<file path="config.mk">
export PLATFORM = sky130hd
export DESIGN_NAME = movement_scheduler
export DESIGN_NICKNAME = d
export VERILOG_FILES = /design/src/rtl/movement_scheduler.sv
export SDC_FILE = /design/constraint.sdc
export NUM_CORES = 1
export LEC_CHECK = 0
export CAP_MARGIN = 0
export CORE_UTILIZATION = 60
export DETAILED_ROUTE_END_ITERATION = 6
export GPL_TIMING_DRIVEN = 0
export PLACE_DENSITY = 0.87
export REMOVE_ABC_BUFFERS = 1
export SETUP_SLACK_MARGIN = 0.05
export SLEW_MARGIN = 20
export SYNTH_ARGS = -nofsm -noshare
export SYNTH_HDL_FRONTEND = slang
export SYNTH_SLANG_ARGS = --single-unit
</file>
<file path="constraint.sdc">
create_clock -name clk -period 4.25 [get_ports clk]
set_clock_uncertainty 0.15 [all_clocks]
set_input_delay 0.85 -clock clk [delete_from_list [all_inputs] [get_ports clk]]
set_output_delay 0.85 -clock clk [all_outputs]
set_load 0.005 [all_outputs]
</file>
<file path="src/rtl/movement_scheduler.sv">
// movement_scheduler: frame-rate clear/move/draw sequencer driving the movement datapath
// (PorB=0 player, PorB=1 bird). Optional macro DIAGONAL_MOVE_EN allows two moves per object per frame.
module movement_scheduler #(
    parameter int unsigned FRAME_DIV      = 833333,
    parameter int unsigned ENABLE_TIMEOUT = 15
) (
    input  logic       clk,
    input  logic       reset,
    input  logic [3:0] p_dir,
    input  logic [3:0] b_dir,
    input  logic       dp_enable,
    output logic [3:0] control,
    output logic       PorB,
    output logic       busy,
    output logic       frame_done,
    output logic       timeout_err
);

    typedef enum logic [3:0] {
        ST_PREHOLD = 4'b0100,
        ST_HOLD    = 4'b0000,
        ST_CLEAR   = 4'b0001,
        ST_LEFT    = 4'b0011,
        ST_RIGHT   = 4'b0010,
        ST_DOWN    = 4'b0110,
        ST_UP      = 4'b0111,
        ST_DRAW    = 4'b0101
    } state_t;

    localparam logic [19:0] FRAME_LAST = 20'(FRAME_DIV - 1);
    localparam logic [4:0]  WAIT_LAST  = 5'(ENABLE_TIMEOUT - 1);

    state_t      state_r;
    state_t      move1_r;
    state_t      move2_r;
    state_t      p_move1_s;
    state_t      p_move2_s;
    state_t      b_move1_s;
    state_t      b_move2_s;
    logic [19:0] frame_cnt_r;
    logic [4:0]  wait_r;
    logic        pending_r;
    logic        init_r;
    logic        tick_s;
    logic [3:0]  control_r;
    logic        porb_r;
    logic        busy_r;
    logic        frame_done_r;
    logic        timeout_err_r;

    // ST_HOLD doubles as "no move" in the direction decoders.
    function automatic state_t h_move(input logic [3:0] dir);
        state_t m;
        case (dir[3:2])
            2'b10:   m = ST_LEFT;
            2'b01:   m = ST_RIGHT;
            default: m = ST_HOLD;
        endcase
        return m;
    endfunction

    function automatic state_t v_move(input logic [3:0] dir);
        state_t m;
        case (dir[1:0])
            2'b10:   m = ST_UP;
            2'b01:   m = ST_DOWN;
            default: m = ST_HOLD;
        endcase
        return m;
    endfunction

    function automatic state_t first_move(input logic [3:0] dir, input logic suppress);
        state_t m;
        if (suppress) begin
            m = ST_HOLD;
        end else if (h_move(dir) != ST_HOLD) begin
            m = h_move(dir);
        end else begin
            m = v_move(dir);
        end
        return m;
    endfunction

    assign tick_s = (frame_cnt_r == FRAME_LAST);

    // Move plan for the object whose CLEAR is entered next.
    always_comb begin
        p_move1_s = first_move(p_dir, init_r);
        b_move1_s = first_move(b_dir, init_r);
`ifdef DIAGONAL_MOVE_EN
        p_move2_s = (p_move1_s inside {ST_LEFT, ST_RIGHT}) ? v_move(p_dir) : ST_HOLD;
        b_move2_s = (b_move1_s inside {ST_LEFT, ST_RIGHT}) ? v_move(b_dir) : ST_HOLD;
`else
        p_move2_s = ST_HOLD;
        b_move2_s = ST_HOLD;
`endif
    end

    // Free-running frame divider.
    always_ff @(posedge clk or posedge reset) begin
        if (reset) begin
            frame_cnt_r <= 20'd0;
        end else if (tick_s) begin
            frame_cnt_r <= 20'd0;
        end else begin
            frame_cnt_r <= frame_cnt_r + 20'd1;
        end
    end

    // Frame sequencer with registered control/PorB/status outputs.
    always_ff @(posedge clk or posedge reset) begin
        if (reset) begin
            state_r       <= ST_PREHOLD;
            move1_r       <= ST_HOLD;
            move2_r       <= ST_HOLD;
            wait_r        <= 5'd0;
            pending_r     <= 1'b0;
            init_r        <= 1'b1;
            control_r     <= 4'b0000;
            porb_r        <= 1'b0;
            busy_r        <= 1'b0;
            frame_done_r  <= 1'b0;
            timeout_err_r <= 1'b0;
        end else begin
            frame_done_r <= 1'b0;
            // Single-entry tick memory: a tick while already pending is lost.
            if (tick_s && (state_r != ST_HOLD)) begin
                pending_r <= 1'b1;
            end
            case (state_r)
                ST_PREHOLD: begin
                    state_r   <= ST_CLEAR;
                    control_r <= ST_CLEAR;
                    busy_r    <= 1'b1;
                    porb_r    <= 1'b0;
                    wait_r    <= 5'd0;
                    move1_r   <= p_move1_s;
                    move2_r   <= p_move2_s;
                end
                ST_HOLD: begin
                    if (tick_s || pending_r) begin
                        pending_r <= 1'b0;
                        state_r   <= ST_CLEAR;
                        control_r <= ST_CLEAR;
                        busy_r    <= 1'b1;
                        porb_r    <= 1'b0;
                        wait_r    <= 5'd0;
                        move1_r   <= p_move1_s;
                        move2_r   <= p_move2_s;
                    end else begin
                        state_r   <= ST_HOLD;
                        control_r <= ST_HOLD;
                    end
                end
                ST_CLEAR, ST_DRAW: begin
                    if (dp_enable || (wait_r == WAIT_LAST)) begin
                        if (!dp_enable) begin
                            timeout_err_r <= 1'b1;
                        end
                        wait_r <= 5'd0;
                        if (state_r == ST_CLEAR) begin
                            if (move1_r != ST_HOLD) begin
                                state_r   <= move1_r;
                                control_r <= move1_r;
                            end else begin
                                state_r   <= ST_DRAW;
                                control_r <= ST_DRAW;
                            end
                        end else if (!porb_r) begin
                            state_r   <= ST_CLEAR;
                            control_r <= ST_CLEAR;
                            porb_r    <= 1'b1;
                            move1_r   <= b_move1_s;
                            move2_r   <= b_move2_s;
                        end else begin
                            state_r      <= ST_HOLD;
                            control_r    <= ST_HOLD;
                            porb_r       <= 1'b0;
                            busy_r       <= 1'b0;
                            frame_done_r <= 1'b1;
                            init_r       <= 1'b0;
                        end
                    end else begin
                        wait_r <= wait_r + 5'd1;
                    end
                end
                ST_LEFT, ST_RIGHT, ST_UP, ST_DOWN: begin
                    wait_r <= 5'd0;
                    if (move2_r != ST_HOLD) begin
                        state_r   <= move2_r;
                        control_r <= move2_r;
                        move2_r   <= ST_HOLD;
                    end else begin
                        state_r   <= ST_DRAW;
                        control_r <= ST_DRAW;
                    end
                end
                default: begin
                    state_r   <= ST_HOLD;
                    control_r <= ST_HOLD;
                    porb_r    <= 1'b0;
                    busy_r    <= 1'b0;
                    wait_r    <= 5'd0;
                end
            endcase
        end
    end

    assign control     = control_r;
    assign PorB        = porb_r;
    assign busy        = busy_r;
    assign frame_done  = frame_done_r;
    assign timeout_err = timeout_err_r;

endmodule

</file>
After elaboration in Yosys (flattened, before gate mapping)
Index checks and enable logic that the tools add are counted.

storage, ports and cells
  register bits after elaboration = 47
  input bits = 11
  output and inout port bits = 8

cells by class
  add/subtract/negate cells = 2
  equal/unequal tests = 23
  mux-type cells = 49
  bitwise gates (word level) = 3
  reductions and logical operators = 19

operator list
  kind                     number
  $mux W4                  19
  $pmux W4 S4              2
  $reduce_bool A4 Y1       6
  $add A20 B1 Y20 const B  1
  $eq A20 B20 Y1 const B   1
  $mux W20                 1
  $mux W1                  17
  $eq A4 B3 Y1 const B     4
  $ne A2 B2 Y1 const B     6
  $pmux W3 S2              2
  $pmux W4 S3              1
  $mux W5                  2
  $pmux W5 S2              1
  $reduce_and A5 Y1        2
  $eq A2 B1 Y1 const B     4
  $eq A2 B2 Y1 const B     4
  $eq A4 B2 Y1 const B     2
  $pmux W2 S2              2
  $reduce_and A4 Y1        2
  $reduce_and A6 Y1        1
  $add A5 B1 Y5 const B    1
  $eq A5 B4 Y1 const B     1
  $eq A4 B1 Y1 const B     1
  $logic_not A4 Y1         1
  other kinds (9)          12

Depth between registers and ports, before layout
  word-level depth = 10
  gate-level depth with buffers = 8

Least setup slack after synthesis
OpenSTA, ideal clock, no wires.

  kind = input port to flip-flop
  start point = in p_dir[2]
  end point = reg move1_r[0]
  setup time = 0.125 ns
  arrival time = 1.708 ns
  data required time = 3.975 ns
  slack = 2.267 ns
  stages = 5
  buffers on the path = 0
  cells stage by stage = inv_1 ha_1 a211oi_1 a211oi_1 mux2_2

on the way
  longest elaborated chain between the ends = 8
  elaborated cells between the ends (all ways) = 9
  those cells by class = 2 x eq/ne; 6 x mux; 1 x reduce/logical

RTL lines
  item                                                 line  source
  start, declared                                      9     input logic [3:0] p_dir,
  $eq A2 B1 Y1 / $eq A2 B2 Y1 (equally long branches)  54    case (dir[3:2])
  $pmux W2 S2 (*)                                      54
  $mux W4                                              74    if (suppress) begin
  $reduce_bool A4 Y1                                   76    end else if (h_move(dir) != ST_HOLD) begin
  $mux W4 (*)                                          76
  $mux W4 (*)                                          74
  $mux W4                                              141   if (tick_s || pending_r) begin
  $pmux W4 S3 (*)                                      130   case (state_r)
  end signal, assigned                                 137   move1_r <= p_move1_s;
  end signal, assigned                                 148   move1_r <= p_move1_s;
  end signal, assigned                                 173   move1_r <= b_move1_s;
  end, declared                                        34    state_t move1_r;

Every way passes the cells marked *; elsewhere a longest branch is shown, timed or not. The select of a mux whose other input is x is not followed.
A chain may end at the register's enable or synchronous reset.

==> results.ini <==
[worst_setup_path]
endpoint=control[0]
rr_startpoint=frame_cnt_r[0]
path_class=reg -> out
r2r_slack_ns=2.12
crit_arrival_ns=1.43
cp-start-kind=flip-flop
crit_required_ns=3.25
critPathBufInv=1
reg2reg_to=wait_r[0]
cp_max_fo=9
cpPeakStageDelay_ns=0.57
startpoint=state_r[0]
crit_chain=clkdlybuf4s50_1
rr_worst_depth=7
cp.depth=1
end_kind=primary output
slowest_stage=clkdlybuf4s50_1
cp_top_family=buffers and inverters

[timing]
setup_viol=0
rsz0062_at_grt=no
finalCritPeriodShare_pct=57.2
min_period_ns=2.43
worst_slew_pin_slew_ns=0.754
fmax_mhz=411
drv_slew=0
fin_tns_setup_ns=0
hold_viol=0
slew_headroom_pct=49.7

[synthesis]
yosys.area.top_type=dfrtp_1
syn-instance-count=197
yosysSeqAreaShare_pct=47.6
yosysWarnings=0
synth_ff_type=dfrtp_1
synthArstFlopShare_pct=100
synth_top_area_share_pct=45.0
synth-seq-cells=38
yosysMostFrequentCell=dfrtp_1
synth_edf_count=0
yosysUniqueCellTypes=43
synth_area_leaders=dfrtp_1 (45%), nor2_1 (5.1%), ha_1 (5.0%)
synth.top_cells.by_count=dfrtp_1 (36), nor2_1 (27), inv_1 (13)
netlist_area_mm2=0.00200
synth.avg_cell_area_um2=10.2

[cts]
cts_buffers=5
postCtsHoldBufs=0
clockBufferDepth=2
clock_sinks=38
clock_latency_ns=0.34
clk_pin_slew_ns=0.12
postCtsSetupBuffers=0
cts_resized=0
cts_root_buf=clkbuf_4
cts_tree=yes
cts_htree_levels=2

[power_and_ir_drop]
clkPwrFrac_pct=20.3
power_frac_seq_pct=49.6
leakagePower_nw=1.08
power_density_mw_per_mm2=431
p_sw_share_pct=33.5
power.share.combinational_pct=30.2
p_int_uw=641
peakVddDrop_v=0.000208
p_sw_uw=324

[global_route]
grt_use_total_pct=23.3
antenna_found_initial=0
grt_max_degree=39
met3_usage_pct=5.41
grt_pass1_vias=1452
grt_use_met1_pct=26.5
busiest_layer=met2
grt_pass1_wl_um=6140
globalRoute.totalOverflow=0
grt_util_met2_pct=41.9

[route]
drc_errors=0
viasPerCell=5.72
routed_wl_um=3550
final_antenna_net_count=0
first_iter_violations=134
vias=1481
drtPass1Iterations=4
wl_per_cell_um=13.7

[floorplanning]
boundaryPins=19
die_area_mm2=0.00357
coreArea_mm2=0.00310
die_w_um=59.8
start_util_pct=64.6
dieHeight_um=59.8
rows=20

[final_layout]
antenna_cells=0
syn2layout_area_growth_pct=11.9
fill_cells=250
multi_input_area_um2=950
drive_gt1_share_pct=9.30
finalInstanceArea_mm2=0.00224
final_nets=233
register_area_um2=953

[placed_design]
place.gp.congestion=0.849
dpl_cell_area_mm2=0.00218
post-dp-hpwl_um=2700
io_buffers=17

[outcome]
status=completed

[min_path]
hold_depth=1
min_path_type=reg -> reg

[job]
maxCapViolations=0

power groups by stage:
stage | clock network, mW | logic (mW) | registers, mW
finish | 0.195 | 0.291 | 0.479
global route | 0.216 | 0.329 | 0.488
CTS | 0.202 | 0.293 | 0.477
detailed placement | 0 | 0.292 | 0.485
global placement | 0 | 0.277 | 0.480
floorplan | 0 | 0.193 | 0.472
cells in the final DEF (no fill, tap or decap), drive strengths merged, types with 4 or more instances in the layout:
cell type	count
a21o	5
a21oi	4
and3	8
clkbuf	6
clkdlybuf4s50	17
dfrtp	36
ha	8
inv	13
nand2	7
nand2b	4
nand3	8
nand4	7
nor2	28
nor2b	4
nor3	5
o21ai	4
o22ai	4
xnor2	10
xor2	7
routing by layer:
metal / wire [um] / vias to the layer above
met1: 1490 / 727
met5: 0 / -
met3: 147 / 2
met2: 1910 / 38
li1: - / 714
met4: 12 / 0
state kept, by name, summed over array words and instances (netlist names):
register / flops
PorB: 1
busy: 1
control: 1
frame_cnt_r: 20
frame_done: 1
init_r: 1
move1_r: 3
pending_r: 1
state_r: 3
timeout_err: 1
wait_r: 5
worst register-to-register path: cells and delay by family (launching register included):
family / cells / cell delay, ns
buf+inv: 1 / 0.07
flops: 1 / 0.44
simple gates: 4 / 1.03
fa+ha+maj: 1 / 0.14
compound gates: 1 / 0.20
layout make-up:
class	instances	area share (%)
Clock buffer	6	2.29
Clock inverter	2	0.558
Inverter	13	2.18
Multi-Input combinational cell	139	42.4
Sequential cell	38	42.5
Tap cell	44	2.46
Timing Repair Buffer	17	7.59
worst min path at each step:
stage / from / end
finish: timeout_err / timeout_err
global route: timeout_err / timeout_err
CTS: timeout_err / timeout_err
detailed placement: timeout_err / timeout_err
global placement: timeout_err / timeout_err
floorplan: frame_cnt_r[19] / frame_cnt_r[19]
stage by stage:
step	utilization, %	total power, mW	hold slack (ns)	worst slack (ns)	cells
6_report	72.2	0.965	0.318	1.82	259
5_1_grt	72.2	1.03	0.331	1.73	259
3_5_place_dp	70.2	0.777	0.296	1.71	251
2_1_floorplan	-	0.665	0.289	2.27	190
3_3_place_gp	70.2	0.757	0.291	1.68	251
4_1_cts	72.2	0.972	0.321	1.80	259
logic make-up after synthesis:
logic type               count (synthesis)  share of synthesized area (%)
AND/OR/NAND/NOR                         80                           21.6
flip-flops                              38                           47.6
AO/OA/AOI/OAI                           27                           9.99
buffers and inverters                   20                           5.00
XOR/XNOR                                17                           7.43
adder cells (fa/ha/maj)                  8                           5.00
multiplexers                             6                           3.19
other                                    1                          0.187
(Power assumes the default switching activity.)
